$ cat src/rtl/vga_pkg.sv
// rtl/vga_pkg.sv - shared types and helpers for the VGA image pipeline
// Contents:
//   filter_mode_e : colour filter selection (pass / gray / invert / threshold)
//   rgb444_t      : packed 4-bit-per-channel pixel
//   pix_ctrl_t    : per-pixel control bits carried down the ROM-latency delay line
//   gray4()       : 4-bit luma from 4-bit r/g/b, (77r+150g+29b)>>8
package vga_pkg;

    typedef enum logic [1:0] {
        FM_PASS   = 2'd0,
        FM_GRAY   = 2'd1,
        FM_INVERT = 2'd2,
        FM_THRESH = 2'd3
    } filter_mode_e;

    typedef struct packed {
        logic [3:0] r;
        logic [3:0] g;
        logic [3:0] b;
    } rgb444_t;

    typedef struct packed {
        logic de;
        logic in_img;
        logic h_sync;
        logic v_sync;
    } pix_ctrl_t;

    localparam rgb444_t RGB_BLACK = '{r: 4'h0, g: 4'h0, b: 4'h0};
    localparam rgb444_t RGB_WHITE = '{r: 4'hF, g: 4'hF, b: 4'hF};

    // Worst case 15*(77+150+29) = 3840, so 12 bits never overflow.
    function automatic logic [3:0] gray4(input logic [3:0] r, input logic [3:0] g, input logic [3:0] b);
        logic [11:0] acc;
        acc = 12'd77 * {8'd0, r} + 12'd150 * {8'd0, g} + 12'd29 * {8'd0, b};
        return acc[11:8];
    endfunction

endpackage

$ cat src/rtl/vga_timing_gen.sv
// rtl/vga_timing_gen.sv - pixel-tick divider, h/v counters, sync/DE/frame_start generation
// Ports:
//   clk, reset          : clock, asynchronous active-low reset
//   tick                : one-clk pixel tick, every PIX_DIV clks (first one PIX_DIV clks after reset)
//   h_cnt, v_cnt        : current pixel position, advance on tick
//   h_sync, v_sync      : undelayed active-low syncs for the current position
//   de                  : current position is in the active area
//   frame_start         : tick at h=0, v=0
module vga_timing_gen #(
    parameter int H_ACTIVE = 640,
    parameter int H_FP     = 16,
    parameter int H_SYNC   = 96,
    parameter int H_BP     = 48,
    parameter int V_ACTIVE = 480,
    parameter int V_FP     = 10,
    parameter int V_SYNC   = 2,
    parameter int V_BP     = 33,
    parameter int PIX_DIV  = 4,
    parameter int HW       = 10,
    parameter int VW       = 10
) (
    input  logic          clk,
    input  logic          reset,
    output logic          tick,
    output logic [HW-1:0] h_cnt,
    output logic [VW-1:0] v_cnt,
    output logic          h_sync,
    output logic          v_sync,
    output logic          de,
    output logic          frame_start
);

    localparam int H_TOTAL = H_ACTIVE + H_FP + H_SYNC + H_BP;
    localparam int V_TOTAL = V_ACTIVE + V_FP + V_SYNC + V_BP;
    localparam int DW      = (PIX_DIV > 1) ? $clog2(PIX_DIV) : 1;

    localparam logic [DW-1:0] DIV_LAST = DW'(PIX_DIV - 1);
    localparam logic [HW-1:0] H_LAST   = HW'(H_TOTAL - 1);
    localparam logic [HW-1:0] H_ACT    = HW'(H_ACTIVE);
    localparam logic [HW-1:0] HS_BEG   = HW'(H_ACTIVE + H_FP);
    localparam logic [HW-1:0] HS_END   = HW'(H_ACTIVE + H_FP + H_SYNC);
    localparam logic [VW-1:0] V_LAST   = VW'(V_TOTAL - 1);
    localparam logic [VW-1:0] V_ACT    = VW'(V_ACTIVE);
    localparam logic [VW-1:0] VS_BEG   = VW'(V_ACTIVE + V_FP);
    localparam logic [VW-1:0] VS_END   = VW'(V_ACTIVE + V_FP + V_SYNC);

    logic [DW-1:0] div_q;
    logic          tick_q;
    logic [HW-1:0] h_q;
    logic [VW-1:0] v_q;

    // The tick is registered so it is low throughout reset and first rises
    // exactly PIX_DIV clks after release, even when PIX_DIV is 1.
    always_ff @(posedge clk or negedge reset) begin
        if (!reset) begin
            div_q  <= '0;
            tick_q <= 1'b0;
            h_q    <= '0;
            v_q    <= '0;
        end else begin
            if (div_q == DIV_LAST) begin
                div_q  <= '0;
                tick_q <= 1'b1;
            end else begin
                div_q  <= div_q + 1'b1;
                tick_q <= 1'b0;
            end
            if (tick_q) begin
                if (h_q == H_LAST) begin
                    h_q <= '0;
                    v_q <= (v_q == V_LAST) ? '0 : v_q + 1'b1;
                end else begin
                    h_q <= h_q + 1'b1;
                end
            end
        end
    end

    assign tick        = tick_q;
    assign h_cnt       = h_q;
    assign v_cnt       = v_q;
    assign h_sync      = !((h_q >= HS_BEG) && (h_q < HS_END));
    assign v_sync      = !((v_q >= VS_BEG) && (v_q < VS_END));
    assign de          = (h_q < H_ACT) && (v_q < V_ACT);
    assign frame_start = tick_q && (h_q == '0) && (v_q == '0);

endmodule

$ cat src/rtl/vga_img_pipeline.sv
// rtl/vga_img_pipeline.sv - VGA timing, upscaled image-ROM addressing, latency-aligned sync/DE and colour filter
// Ports:
//   clk, reset          : clock, asynchronous active-low reset
//   mode[1:0]           : filter select, latched on frame_start (0 pass, 1 gray, 2 invert, 3 threshold)
//   rom_addr            : registered image ROM address, held while outside the image
//   rom_data[15:0]      : RGB565 pixel, valid ROM_LAT pixel ticks after rom_addr
//   r_port/g_port/b_port: 4-bit colour outputs
//   h_sync, v_sync      : active-low syncs, delayed to line up with colour
//   frame_start         : undelayed one-clk pulse on the tick at h=0, v=0
// Build option: VGA_BORDER_EN draws a 1-pixel white frame on the outermost in-image pixels.
module vga_img_pipeline
    import vga_pkg::*;
#(
    parameter int H_ACTIVE    = 640,
    parameter int H_FP        = 16,
    parameter int H_SYNC      = 96,
    parameter int H_BP        = 48,
    parameter int V_ACTIVE    = 480,
    parameter int V_FP        = 10,
    parameter int V_SYNC      = 2,
    parameter int V_BP        = 33,
    parameter int IMG_W       = 320,
    parameter int IMG_H       = 240,
    parameter int SCALE_SHIFT = 1,
    parameter int PIX_DIV     = 4,
    parameter int ROM_LAT     = 1
) (
    input  logic                               clk,
    input  logic                               reset,
    input  logic [1:0]                         mode,
    output logic [$clog2(IMG_W*IMG_H)-1:0]     rom_addr,
    input  logic [15:0]                        rom_data,
    output logic [3:0]                         r_port,
    output logic [3:0]                         g_port,
    output logic [3:0]                         b_port,
    output logic                               h_sync,
    output logic                               v_sync,
    output logic                               frame_start
);

    localparam int H_TOTAL = H_ACTIVE + H_FP + H_SYNC + H_BP;
    localparam int V_TOTAL = V_ACTIVE + V_FP + V_SYNC + V_BP;
    localparam int HW      = $clog2(H_TOTAL);
    localparam int VW      = $clog2(V_TOTAL);
    localparam int AW      = $clog2(IMG_W * IMG_H);
    // address register + ROM latency + filter register
    localparam int DLY     = ROM_LAT + 2;

    // Displayed image extent after upscaling, clipped to the active area.
    localparam int IMG_COLS = ((IMG_W << SCALE_SHIFT) < H_ACTIVE) ? (IMG_W << SCALE_SHIFT) : H_ACTIVE;
    localparam int IMG_ROWS = ((IMG_H << SCALE_SHIFT) < V_ACTIVE) ? (IMG_H << SCALE_SHIFT) : V_ACTIVE;
    localparam logic [HW-1:0] IMG_X_END = HW'(IMG_COLS);
    localparam logic [VW-1:0] IMG_Y_END = VW'(IMG_ROWS);

    logic          tick;
    logic [HW-1:0] h_cnt;
    logic [VW-1:0] v_cnt;
    logic          tg_h_sync;
    logic          tg_v_sync;
    logic          tg_de;

    vga_timing_gen #(
        .H_ACTIVE (H_ACTIVE),
        .H_FP     (H_FP),
        .H_SYNC   (H_SYNC),
        .H_BP     (H_BP),
        .V_ACTIVE (V_ACTIVE),
        .V_FP     (V_FP),
        .V_SYNC   (V_SYNC),
        .V_BP     (V_BP),
        .PIX_DIV  (PIX_DIV),
        .HW       (HW),
        .VW       (VW)
    ) u_timing (
        .clk         (clk),
        .reset       (reset),
        .tick        (tick),
        .h_cnt       (h_cnt),
        .v_cnt       (v_cnt),
        .h_sync      (tg_h_sync),
        .v_sync      (tg_v_sync),
        .de          (tg_de),
        .frame_start (frame_start)
    );

    // ---------------------------------------------------------------- addressing
    logic          in_img;
    logic [AW-1:0] x_img;
    logic [AW-1:0] y_img;
    logic [AW-1:0] addr_next;
    logic [AW-1:0] rom_addr_q;

    assign in_img    = tg_de && (h_cnt < IMG_X_END) && (v_cnt < IMG_Y_END);
    assign x_img     = AW'(h_cnt >> SCALE_SHIFT);
    assign y_img     = AW'(v_cnt >> SCALE_SHIFT);
    assign addr_next = AW'(y_img * AW'(IMG_W)) + x_img;

    always_ff @(posedge clk or negedge reset) begin
        if (!reset) begin
            rom_addr_q <= '0;
        end else if (tick && in_img) begin
            rom_addr_q <= addr_next;
        end
    end

    assign rom_addr = rom_addr_q;

    // ---------------------------------------------------------------- delay line
    pix_ctrl_t ctrl_in;
    pix_ctrl_t dly_q [DLY];

    assign ctrl_in = '{de: tg_de, in_img: in_img, h_sync: tg_h_sync, v_sync: tg_v_sync};

    always_ff @(posedge clk or negedge reset) begin
        if (!reset) begin
            for (int i = 0; i < DLY; i++) begin
                dly_q[i] <= '{de: 1'b0, in_img: 1'b0, h_sync: 1'b1, v_sync: 1'b1};
            end
        end else if (tick) begin
            dly_q[0] <= ctrl_in;
            for (int i = 1; i < DLY; i++) begin
                dly_q[i] <= dly_q[i-1];
            end
        end
    end

`ifdef VGA_BORDER_EN
    // Border flag rides alongside the control bits up to the filter stage.
    logic           border_in;
    logic [DLY-2:0] brd_q;

    assign border_in = in_img && ((h_cnt == '0) || (h_cnt == IMG_X_END - 1'b1) ||
                                  (v_cnt == '0) || (v_cnt == IMG_Y_END - 1'b1));

    always_ff @(posedge clk or negedge reset) begin
        if (!reset) begin
            brd_q <= '0;
        end else if (tick) begin
            brd_q <= {brd_q[DLY-3:0], border_in};
        end
    end
`endif

    // ---------------------------------------------------------------- filter
    filter_mode_e active_mode_q;

    // Sampled only at frame start so a frame is never filtered two ways.
    always_ff @(posedge clk or negedge reset) begin
        if (!reset) begin
            active_mode_q <= FM_PASS;
        end else if (frame_start) begin
            active_mode_q <= filter_mode_e'(mode);
        end
    end

    logic [3:0] r4;
    logic [3:0] g4;
    logic [3:0] b4;
    logic [3:0] y4;
    logic       unused_rom_bits;
    rgb444_t    filt_pix;
    rgb444_t    rgb_q;

    assign r4 = rom_data[15:12];
    assign g4 = rom_data[10:7];
    assign b4 = rom_data[4:1];
    assign y4 = gray4(r4, g4, b4);
    assign unused_rom_bits = ^{rom_data[11], rom_data[6:5], rom_data[0]};

    // dly_q[DLY-2] holds the flags of the pixel whose ROM word is on rom_data now.
    always_comb begin
        filt_pix = RGB_BLACK;
        case (active_mode_q)
            FM_PASS:   filt_pix = '{r: r4, g: g4, b: b4};
            FM_GRAY:   filt_pix = '{r: y4, g: y4, b: y4};
            FM_INVERT: filt_pix = '{r: ~r4, g: ~g4, b: ~b4};
            FM_THRESH: filt_pix = (y4 >= 4'd8) ? RGB_WHITE : RGB_BLACK;
            default:   filt_pix = RGB_BLACK;
        endcase
        if (!(dly_q[DLY-2].de && dly_q[DLY-2].in_img)) begin
            filt_pix = RGB_BLACK;
        end
`ifdef VGA_BORDER_EN
        else if (brd_q[DLY-2]) begin
            filt_pix = RGB_WHITE;
        end
`endif
    end

    always_ff @(posedge clk or negedge reset) begin
        if (!reset) begin
            rgb_q <= RGB_BLACK;
        end else if (tick) begin
            rgb_q <= filt_pix;
        end
    end

    assign r_port = rgb_q.r;
    assign g_port = rgb_q.g;
    assign b_port = rgb_q.b;
    assign h_sync = dly_q[DLY-1].h_sync;
    assign v_sync = dly_q[DLY-1].v_sync;

endmodule

$ cat config.mk
export PLATFORM = sky130hd
export DESIGN_NAME = vga_img_pipeline
export DESIGN_NICKNAME = d
export VERILOG_FILES = /design/src/rtl/vga_pkg.sv /design/src/rtl/vga_timing_gen.sv /design/src/rtl/vga_img_pipeline.sv
export SDC_FILE = /design/constraint.sdc
export NUM_CORES = 1
export LEC_CHECK = 0
export ABC_AREA = 1
export ABC_CLOCK_PERIOD_IN_PS = 2900
export CAP_MARGIN = 20
export CORE_UTILIZATION = 25
export CTS_CLUSTER_SIZE = 25
export DETAILED_ROUTE_END_ITERATION = 8
export PLACE_DENSITY = 0.41
export SETUP_SLACK_MARGIN = 0.1
export SLEW_MARGIN = 10
export SYNTH_ARGS = -nofsm -noshare
export SYNTH_HDL_FRONTEND = slang
export SYNTH_HIERARCHICAL = 1
export SYNTH_SLANG_ARGS = --single-unit
export TNS_END_PERCENT = 50
$ cat constraint.sdc
create_clock -name clk -period 2.9 [get_ports clk]
set_clock_uncertainty 0.15 [all_clocks]
set_input_delay 0.435 -clock clk [delete_from_list [all_inputs] [get_ports clk]]
set_output_delay 0.435 -clock clk [all_outputs]
set_load 0.03 [all_outputs]
==> results of run 1 <==
[layer usage]
metal	wire length, um	vias up
met4	257	0
met2	6644	57
li1	-	2485
met5	0	-
met3	425	19
met1	7433	2197
[area by class of cell]
cell class,count,area (um^2),area share [%]
Tap cell,275,344.1,4.712
Inverter,122,457.9,6.271
Clock inverter,5,55.05,0.7539
Sequential cell,64,1609,22.04
Timing Repair Buffer,98,860.8,11.79
Clock buffer,11,252.7,3.461
Multi-Input combinational cell,520,3722,50.98
[where the power goes]
part | internal (mW) | total (mW) | switching [mW]
Sequential | 0.969 | 1.03 | 0.0594
Clock | 0.708 | 1.12 | 0.413
Combinational | 1.30 | 2.76 | 1.46
Total | 2.97 | 4.91 | 1.93
[per-stage QoR]
stage | hold slack (ns) | power (mW) | setup slack [ns] | util, %
4_1_cts | 0.1086 | 4.861 | -1.712 | 33.80
3_3_place_gp | 0.2759 | 3.348 | -2.591 | 31.32
6_report | 0.02803 | 4.906 | -1.701 | 34.20
3_5_place_dp | 0.2784 | 3.322 | -2.620 | 31.32
2_1_floorplan | -0.01059 | 2.516 | -1.768 | -
5_1_grt | 0.1559 | 5.362 | -1.937 | 34.20
[critical path: stages]
cell	delay, ns
buf_8	0.10
ha_4	0.25
inv_2	0.03
fa_2	0.52
inv_2	0.05
ha_4	0.16
nand3_2	0.07
nand3_2	0.09
buf_4	0.15
buf_4	0.12
buf_4	0.12
buf_4	0.12
a21oi_1	0.11
o21ai_0	0.12
xor2_1	0.16
ha_1	0.31
fa_1	0.59
ha_4	0.21
nand2_2	0.09
inv_1	0.05
a21oi_2	0.14
nand2_1	0.06
nor2_1	0.10
nand3_2	0.14
nand3_4	0.17
nand3_2	0.08
nand2_1	0.06
nand2_1	0.05
[cell usage in the layout, fill, tap and decap left out, types with 4 or more instances in the layout]
cell type and count:
a21oi_1 21, buf_4 52, clkbuf_16 9, clkdlybuf4s50_1 41, dfrtp_1 58, dfstp_2 6, fa_1 23, ha_1 52
ha_4 14, inv_1 113, inv_2 9, nand2_1 193, nand2_2 14, nand3_1 37, nand3_2 12, nand3b_1 4
nand4_1 8, nor2_1 28, nor2_2 11, nor2_4 4, nor3_1 10, o211ai_1 4, o21ai_0 34, xor2_1 15
[flip-flops by register name, indices dropped and copies added, names as in the netlist]
name	count
h_sync	1
dly_q	8
active_mode_q	2
g_port	4
u_timing/tick	1
u_timing/v_cnt	10
rom_addr	17
b_port	4
v_sync	1
u_timing/div_q	2
u_timing/h_cnt	10
r_port	4
[worst paths after layout]
kind / slack [ns] / to / from
max in group asynchronous: 1.98 / b_port[2]$_DFFE_PN0P_ / reset
worst max register to register: 0.32 / rom_addr[16]$_DFFE_PN0P_ / u_timing/v_cnt[4]$_DFFE_PN0P_
worst min register to register: 0.28 / u_timing/div_q[0]$_DFF_PN0_ / u_timing/div_q[0]$_DFF_PN0_
worst min-delay path: 0.03 / u_timing/v_cnt[9]$_DFFE_PN0P_ / reset
min in group clk: 0.28 / u_timing/div_q[0]$_DFF_PN0_ / u_timing/div_q[0]$_DFF_PN0_
worst max-delay path: -1.70 / b_port[1]$_DFFE_PN0P_ / rom_data[10]
[what timing repair did]
action	4_1_cts	5_1_grt
endpoints found under the setup margin	13	14
resized for setup	51	14
cloned	1	0
pin swaps	23	21
setup buffers	3	1
[cells by family after synthesis]
logic type      Yosys count
compound gates           74
buf+inv                 135
fa+ha+maj                91
flops                    64
simple gates            334
xor+xnor                 20
==> impl_metrics.ini, run 1 <==
[outcome]
status = finished, violations left
violations = negative setup slack

[synth]
syn_inst = 718
synth_top_family_by_area = simple AND/OR/NAND/NOR gates
synth_fp_nets = 829
synth_mux_area_share_pct = 0
ys_ff_latch = 64
ys_types = 40
synth_edf_count = 0
synth_area_leader_cell = dfrtp_1
netlist_top_cells_area = dfrtp_1 (26%), ha_1 (15%), nand2_1 (14%), fa_1 (8.7%), inv_1 (8.1%)
ys.flop_type = dfrtp_1
async_flop_share_pct = 100.0
synth_top_cell_area_share_pct = 26.32
syn-mean-instance-area_um2 = 7.680
synth-simple-area-share_pct = 26.75
synth_area_um2 = 5514
synth_compound_area_share_pct = 7.579
synthTopCellsByCount = nand2_1 (204), inv_1 (119), ha_1 (67)
yosysWarningCount = 6
yosysMostFrequentCell = nand2_1
ys_seq_area_share_pct = 29.18
yosys.area_share.adder_pct = 23.92
synth_xor_area_share_pct = 3.177

[timing]
final_critical_path_setup_slack_ns = -1.701
final_hold_viol_count = 0
setup_viol = 12
rsz0062_at_grt = true
worstMarginPinSlew_ns = 0.8630
max_freq_ghz = 0.2173
fin_tns_setup_ns = -20.28
slew_headroom_pct = 42.46
finalCriticalPeriod_ns = 4.601
fin_crit_sh_pct = 158.7
drv_slew = 0

[drt]
drc = 0
drt-vias-per-instance = 4.345
drt_iter0_markers = 232
vias = 4758
wire_per_inst_um = 13.48
routed_wl_mm = 14.76
drtAntennaViolNets = 0
drt-pass1-iter-count = 4

[place]
portBuffers = 47
routabilityCongestion = 0.7990
dp.cells = 1074
dp_hpwl_mm = 11.55
dpl-instance-area_um2 = 6688

[grt]
grt-ovfl-total = 0
grtUsageMet3_pct = 2.333
grt_pass1_vias = 4867
grt_pass1_wl_mm = 25.03
grt_start_max_net_pins = 65
antenna_found_initial = 0
track_usage_pct = 14.48
grtUsageMet2_pct = 23.11
top_usage_layer = met2
grt_use_met1_pct = 19.75

[floorplanning]
die-height_um = 150.5
fp.dieW_um = 150.5
die_area_um2 = 22650
io_pins = 52
core_area_um2 = 21350
std_cell_rows = 53
initial_core_util_pct = 25.82

[cells_and_area]
drive_gt1_share_pct = 19.51
diodes = 0
final_area_um2 = 7302
final_cells = 1095
syn_to_final_growth_pct = 32.43
filler_cell_count = 2284
fin_nets = 926

[clock_network]
tritoncts = built
cts_buffers = 9
clk_latency_ns = 0.34
clockBufferDepth = 2
clock-root-buffer = clkbuf_16
hold_buffers = 0
clock-sinks = 64
cts.clk_slew.worst_paths_ns = 0.06
cts-htree-levels = 3

[critical_path]
cp-start-kind = primary input
critPathMaxFanout = 5
arrival_ns = 4.69
crit_type = in -> reg
end_kind = flop
cp.required_ns = 2.98
reg2regPathDepth = 13

[pwr]
ir_worst_vdd_v = 0.0003014
pwr_density_cell_nw_per_um2 = 671.9
p_leak_nw = 3.709

[hold_path]
hold_path.class = in -> async

[flow_run]
cap_violations = 0
No activity file was read; power rests on OpenSTA's default activity.
==> inputs of run 2 (changes only) <==
Settings changed: CTS_CLUSTER_SIZE 25 to 14.
==> results of run 2 <==
No change in the layout: final DEF, timing and power equal those of run 1.
==> RTL change 1: new RTL, flow settings as in run 1 <==
The option `VGA_BORDER_EN` is turned on by a define.
--- a/src/rtl/vga_img_pipeline.sv
+++ b/src/rtl/vga_img_pipeline.sv
@@ -10,2 +10,4 @@
 // Build option: VGA_BORDER_EN draws a 1-pixel white frame on the outermost in-image pixels.
+`define VGA_BORDER_EN
+
 module vga_img_pipeline
Formal check against the unedited RTL: no difference found for any inputs over 10 cycles, from zero or initial values and one cycle with reset low; that may be too few to reach the edited logic, so the function may still have changed.
==> RTL change 1 against run 1 <==
The run still ends with setup timing left. Die area grew 3.2%. Worst hold slack gained 0.039 ns. Area after synthesis grew 3.3%. Global-route usage grew 0.098 points. Sequential cell count grew 2. Design area grew 5.4%. Total power shrank 5.7%. Worst setup slack lost 0.028 ns. Sequential power shrank 10%. Wire length grew 7.4%. Fmax shrank 0.61%. Clock power is essentially flat. Critical endpoint is now r_port[2].
==> RTL change 1: results (changes against run 1) <==
Outcome = finished with violations
Failing checks = setup timing
Final setup violation count = 12 (unchanged)
CP endpoint = r_port[2]
Post-synth top cells = nand2_1 (196), inv_1 (103), ha_1 (67)
Layout Cells excl Fill = 1129 (+3.1%)
Worst reg2reg endpoint = rom_addr[16]
Setup slack, reg-to-reg = 0.37 ns (+0.05 ns)
Clock Latency Late Sink = 0.35 ns
Reg-to-reg critical path startpoint = u_timing/v_cnt[4]
Clk root buf = clkbuf_16
Placer Congestion = 0.7832 (-2.0%)
Crit path launch = rom_data[10]
Fin nets = 956 (+3.2%)
H-tree depth = 3 (unchanged)
GRT met3 Usage = 2.864% (+0.53 points)
DR pass1 iterations = 4 (unchanged)
DR vias/cell = 4.425 (+1.8%)
Fillers = 2319 (+1.5%)
Post-DP HPWL = 11970 um (+3.6%)
Top cells by area, synth = dfrtp_1 (26%), ha_1 (15%), nand2_1 (13%)
Count of cell types in the netlist = 47 (+18%)
Reg2Reg Depth = 12 (-1)
Min-delay worst type = input port to async pin
Post-Syn Nets = 841 (+1.4%)
Syn. warnings = 6 (unchanged)
Syn Inst Count = 730 (+1.7%)
Layout cells sized above 1 = 24.97% (+5.5 points)
Slew @ Worst Pin = 0.8850 ns (+0.02201 ns)
Worst IR Drop VDD = 0.3599 mV (+19%)
Number of global-route vias before repair = 5098 (+4.7%)
Setup slack after layout = -1.729 ns (-0.02818 ns)
CP Max Fanout = 5 (unchanged)
Final WL = 15850 um (+7.4%)
Port bufs = 47 (unchanged)
GRT met2 Usage = 22.65% (-0.46 points)
Worst path top cell family by delay = buffers and inverters
Gr usage total = 14.58% (+0.098 points)
Initial drt markers = 235 (+1.3%)
Critical path's slowest cell = fa_2
Async SR Flop Fraction = 100.0% (unchanged)
Critical path arrival = 4.76 ns (+0.07 ns)
Reg area = 1659 um^2 (+3.1%)
Leakage Power = 0.003745 uW (+0.95%)
Placed Instance Area = 6928 um^2 (+3.6%)
Sequential area share after synthesis = 29.14% (-0.044 points)
Antenna violations before repair = 0 (unchanged)
First-pass GRT wire length = 26800 um (+7.1%)
Worst-path clk slew = 0.06 ns (about the same)
Hold slack = 0.06684 ns (+0.03881 ns)
CTS Buf Count = 9 (unchanged)
Met1 GRT Util = 20.63% (+0.87 points)
Pin count of the biggest net entering global routing = 67 (+3.1%)
Largest stage delay, worst path = 0.52 ns (-0.07 ns)
-- RTL change 1: cell count changes after synthesis, moves of 4 or more --
cell / change
nor2_1: +23
o21ai_0: -17
inv_1: -16
nand2_1: -8
o21ai_1: +7
nand2_2: +5
nand3_1: -5
inv_2: +4
nor2_2: +4
nor4_1: +4
-- RTL change 1: routing by layer --
metal	vias up	wire, um
met5	-	0
met4	0	184
met3	13	583
met2	79	7073
met1	2339	8009
li1	2565	-
-- RTL change 1: stage by stage --
step,setup TNS [ns],total power (uW),worst slack [ns]
finish,-20.16,4628,-1.729
global route,-21.84,4992,-1.863
CTS,-20.09,4266,-1.717
detailed placement,-29.82,2864,-2.563
global placement,-29.78,2892,-2.529
floorplan,-19.47,2337,-1.629
-- RTL change 1: cell families after synthesis --
logic type | after synthesis | share of synthesized area (%)
flops | 66 | 29.14
buf+inv | 124 | 8.569
compound gates | 66 | 6.966
xor+xnor | 24 | 3.955
fa+ha+maj | 91 | 23.16
simple gates | 359 | 28.21
-- RTL change 1: final cells by class --
type,count,area share [%]
inverters,111,5.414
multi-input cells,541,51.46
flip-flops and latches,66,21.56
well taps,280,4.552
repair buffers,116,13.10
clock buffers,10,3.105
clock inverters,5,0.8129
-- RTL change 1: what timing repair did --
| item | CTS | global route |
|---|---|---|
| pin swaps | 28 | 44 |
| endpoints found under the hold margin | 0 | 0 |
| gates cloned | 1 | 0 |
| buffers inserted | 23 | 0 |
| resized for setup | 35 | 55 |
| endpoints found under the setup margin | 12 | 15 |
-- RTL change 1: power by group --
group | leakage [uW] | internal, uW | switching (uW) | total, uW
Sequential | 0.000778 | 923 | 2.33 | 925
Combinational | 0.00283 | 1190 | 1390 | 2580
Clock | 0.000141 | 688 | 433 | 1120
Total | 0.00374 | 2800 | 1830 | 4630
==> RTL change 2: new RTL, flow settings as in run 1 <==
Without the edit above. Add an input register stage for `rom_data`; this delays it by one clock. The other inputs are not delayed to match.
--- a/src/rtl/vga_img_pipeline.sv
+++ b/src/rtl/vga_img_pipeline.sv
@@ -54,2 +54,8 @@
 
+    logic [15:0] rom_data_q;
+
+    always_ff @(posedge clk) begin
+        rom_data_q <= rom_data;
+    end
+
     logic          tick;
@@ -163,7 +169,7 @@
 
-    assign r4 = rom_data[15:12];
-    assign g4 = rom_data[10:7];
-    assign b4 = rom_data[4:1];
+    assign r4 = rom_data_q[15:12];
+    assign g4 = rom_data_q[10:7];
+    assign b4 = rom_data_q[4:1];
     assign y4 = gray4(r4, g4, b4);
-    assign unused_rom_bits = ^{rom_data[11], rom_data[6:5], rom_data[0]};
+    assign unused_rom_bits = ^{rom_data_q[11], rom_data_q[6:5], rom_data_q[0]};
 
Function: same outputs for any inputs over 10 cycles, from zero or initial values and one cycle with reset low; that may be too few to reach the edited logic, so the function may still have changed.
==> RTL change 2 against run 1 <==
Design area increased by 4.4%. First-iteration DRC count decreased by 29%. The run still ends with setup timing left. Worst hold slack improved by 0.24 ns. Total power grew 5.9%. Wire length up 3.2%. Clock power up 14%. Count of clock-buffer cells in the layout stayed put. Combinational power fell by 2%. Area after synthesis up 4.8%. Largest power group unchanged. Core utilization fell by 0.54 points. Non-clock buffer count is 5 higher. Sequential cell count grew 12. Worst setup slack got worse by 0.23 ns.
==> RTL change 2: results (changes against run 1) <==
Outcome = finished with violations
Failing checks = setup timing
Worst IR Drop VDD = 0.4632 mV (+54%)
Post-Syn Nets = 840 (+1.3%)
Mux share of post-synthesis cell area = 0% (unchanged)
Antenna violations before repair = 0 (unchanged)
WL met2 = 6735 um (+1.4%)
Pin count of the biggest net entering global routing = 32 (-51%)
Post-synth top cells = nand2_1 (199), inv_1 (120), ha_1 (67)
DR pass1 iterations = 4 (unchanged)
Leakage Power = 0.003855 uW (+3.9%)
Async SR Flop Fraction = 84.21% (-16 points)
Fillers = 2385 (+4.4%)
Synth Area in Adders = 22.82% (-1.1 points)
Number of global-route vias before repair = 4754 (-2.3%)
Final WL = 15230 um (+3.2%)
Synth Area in Compound Gates = 7.231% (-0.35 points)
CP Max Fanout = 5 (unchanged)
Fin nets = 942 (+1.7%)
CTS Buf Count = 9 (unchanged)
Min-delay worst type = flop to flop
Critical path arrival = 4.93 ns (+0.24 ns)
Final setup violation count = 12 (unchanged)
Placer Congestion = 0.8127 (+1.7%)
Placed Instance Area = 6943 um^2 (+3.8%)
Top cells by area, synth = dfrtp_1 (25%), ha_1 (15%), nand2_1 (13%)
Count of cell types in the netlist = 44 (+10%)
Clock Latency Late Sink = 0.36 ns (+0.02 ns)
Max-Slew Margin vs Limit = 43.60% (+1.1 points)
DR vias/cell = 4.328 (-0.39%)
Xor-xnor portion of the synthesized cell area = 3.183% (+0.0057 points)
Main flop type after synthesis = dfrtp_1
Post-DP HPWL = 11780 um (+2.0%)
Initial drt markers = 164 (-29%)
Sequential area share after synthesis = 32.00% (+2.8 points)
Gr usage total = 13.74% (-0.74 points)
First-pass GRT wire length = 25390 um (+1.4%)
Setup Total Neg Slack = -22.74 ns (-2.462 ns)
Setup slack after layout = -1.931 ns (-0.2297 ns)
Metal-1 WL = 7785 um (+4.7%)
H-tree depth = 3 (unchanged)
Layout cells sized above 1 = 19.50% (about the same)
WL met3 = 447 um (+5.2%)
==> RTL change 2: metrics by stage <==
stage / total power (uW) / hold WS [ns] / instances / setup WS [ns]
3_5_place_dp: 3495 / 0.1913 / 1096 / -1.956
2_1_floorplan: 2701 / -0.01059 / 729 / -1.694
6_report: 5195 / 0.2724 / 1121 / -1.931
4_1_cts: 5060 / 0.2767 / 1119 / -1.889
3_3_place_gp: 3518 / 0.1952 / 1096 / -1.924
5_1_grt: 5603 / 0.3019 / 1121 / -2.154
==> RTL change 2: worst paths after layout <==
check,start,endpoint,slack (ns),cells past startpoint
max in group asynchronous,reset,dly_q[8],1.51,3
min reg2reg,u_timing/div_q[0],u_timing/div_q[0],0.27,1
min in group asynchronous,reset,rom_addr[7],0.34,2
max reg2reg,rom_data_q[9],g_port[2],-1.93,25
min,u_timing/div_q[0],u_timing/div_q[0],0.27,1
max,rom_data_q[9],g_port[2],-1.93,25
==> RTL change 2: cell families after synthesis <==
group                    after synthesis
AND/OR/NAND/NOR                      331
buffers and inverters                136
adder cells (fa/ha/maj)               91
flip-flops                            76
AO/OA/AOI/OAI                         74
XOR/XNOR                              21
==> RTL change 2: area by class of cell <==
type                       instances  area (um^2)  area share (%)
timing repair buffer             103        902.1           11.84
sequential                        76         1856           24.35
clock buffer                      11        242.7           3.186
multi-input combinational        518         3716           48.77
inverter                         123        461.7           6.059
tap                              285        356.6           4.680
clock inverter                     5        85.08           1.117
==> RTL change 2: routing by layer <==
| layer | global-route usage, % | vias to the layer above |
|---|---|---|
| met5 | 0 | - |
| met2 | 21.23 | 56 |
| met1 | 19.07 | 2257 |
| met4 | 3.714 | 0 |
| met3 | 3.185 | 18 |
| li1 | - | 2521 |
==> RTL change 2: what timing repair did <==
item | CTS | global route
pin swaps | 24 | 23
setup endpoints to repair | 12 | 15
endpoints found under the hold margin | 10 | 0
hold buffers | 1 | 0
buffers inserted | 5 | 2
gates resized for setup | 17 | 35
gates cloned | 1 | 0
==> RTL change 2: critical path, cell delays in order (launching register included) <==
cell	delay, ns
dfxtp_4	0.36
ha_4	0.26
inv_2	0.03
fa_1	0.49
inv_2	0.05
ha_4	0.16
nand3_2	0.07
nand3_2	0.09
xnor2_2	0.16
inv_1	0.06
ha_1	0.28
ha_1	0.28
inv_2	0.04
fa_1	0.47
fa_1	0.51
inv_2	0.05
ha_4	0.28
nand2_4	0.05
nor2_4	0.11
nand2_2	0.06
o211ai_1	0.22
nand2_2	0.15
nand3_4	0.14
nand3_2	0.10
nand2_1	0.06
nand2_1	0.05
==> RTL change 2: power breakdown <==
part	switching [uW]	internal (uW)	leakage, uW
logic	1470	1230	0.00280
clock network	498	783	0.000156
registers	74.1	1140	0.000899
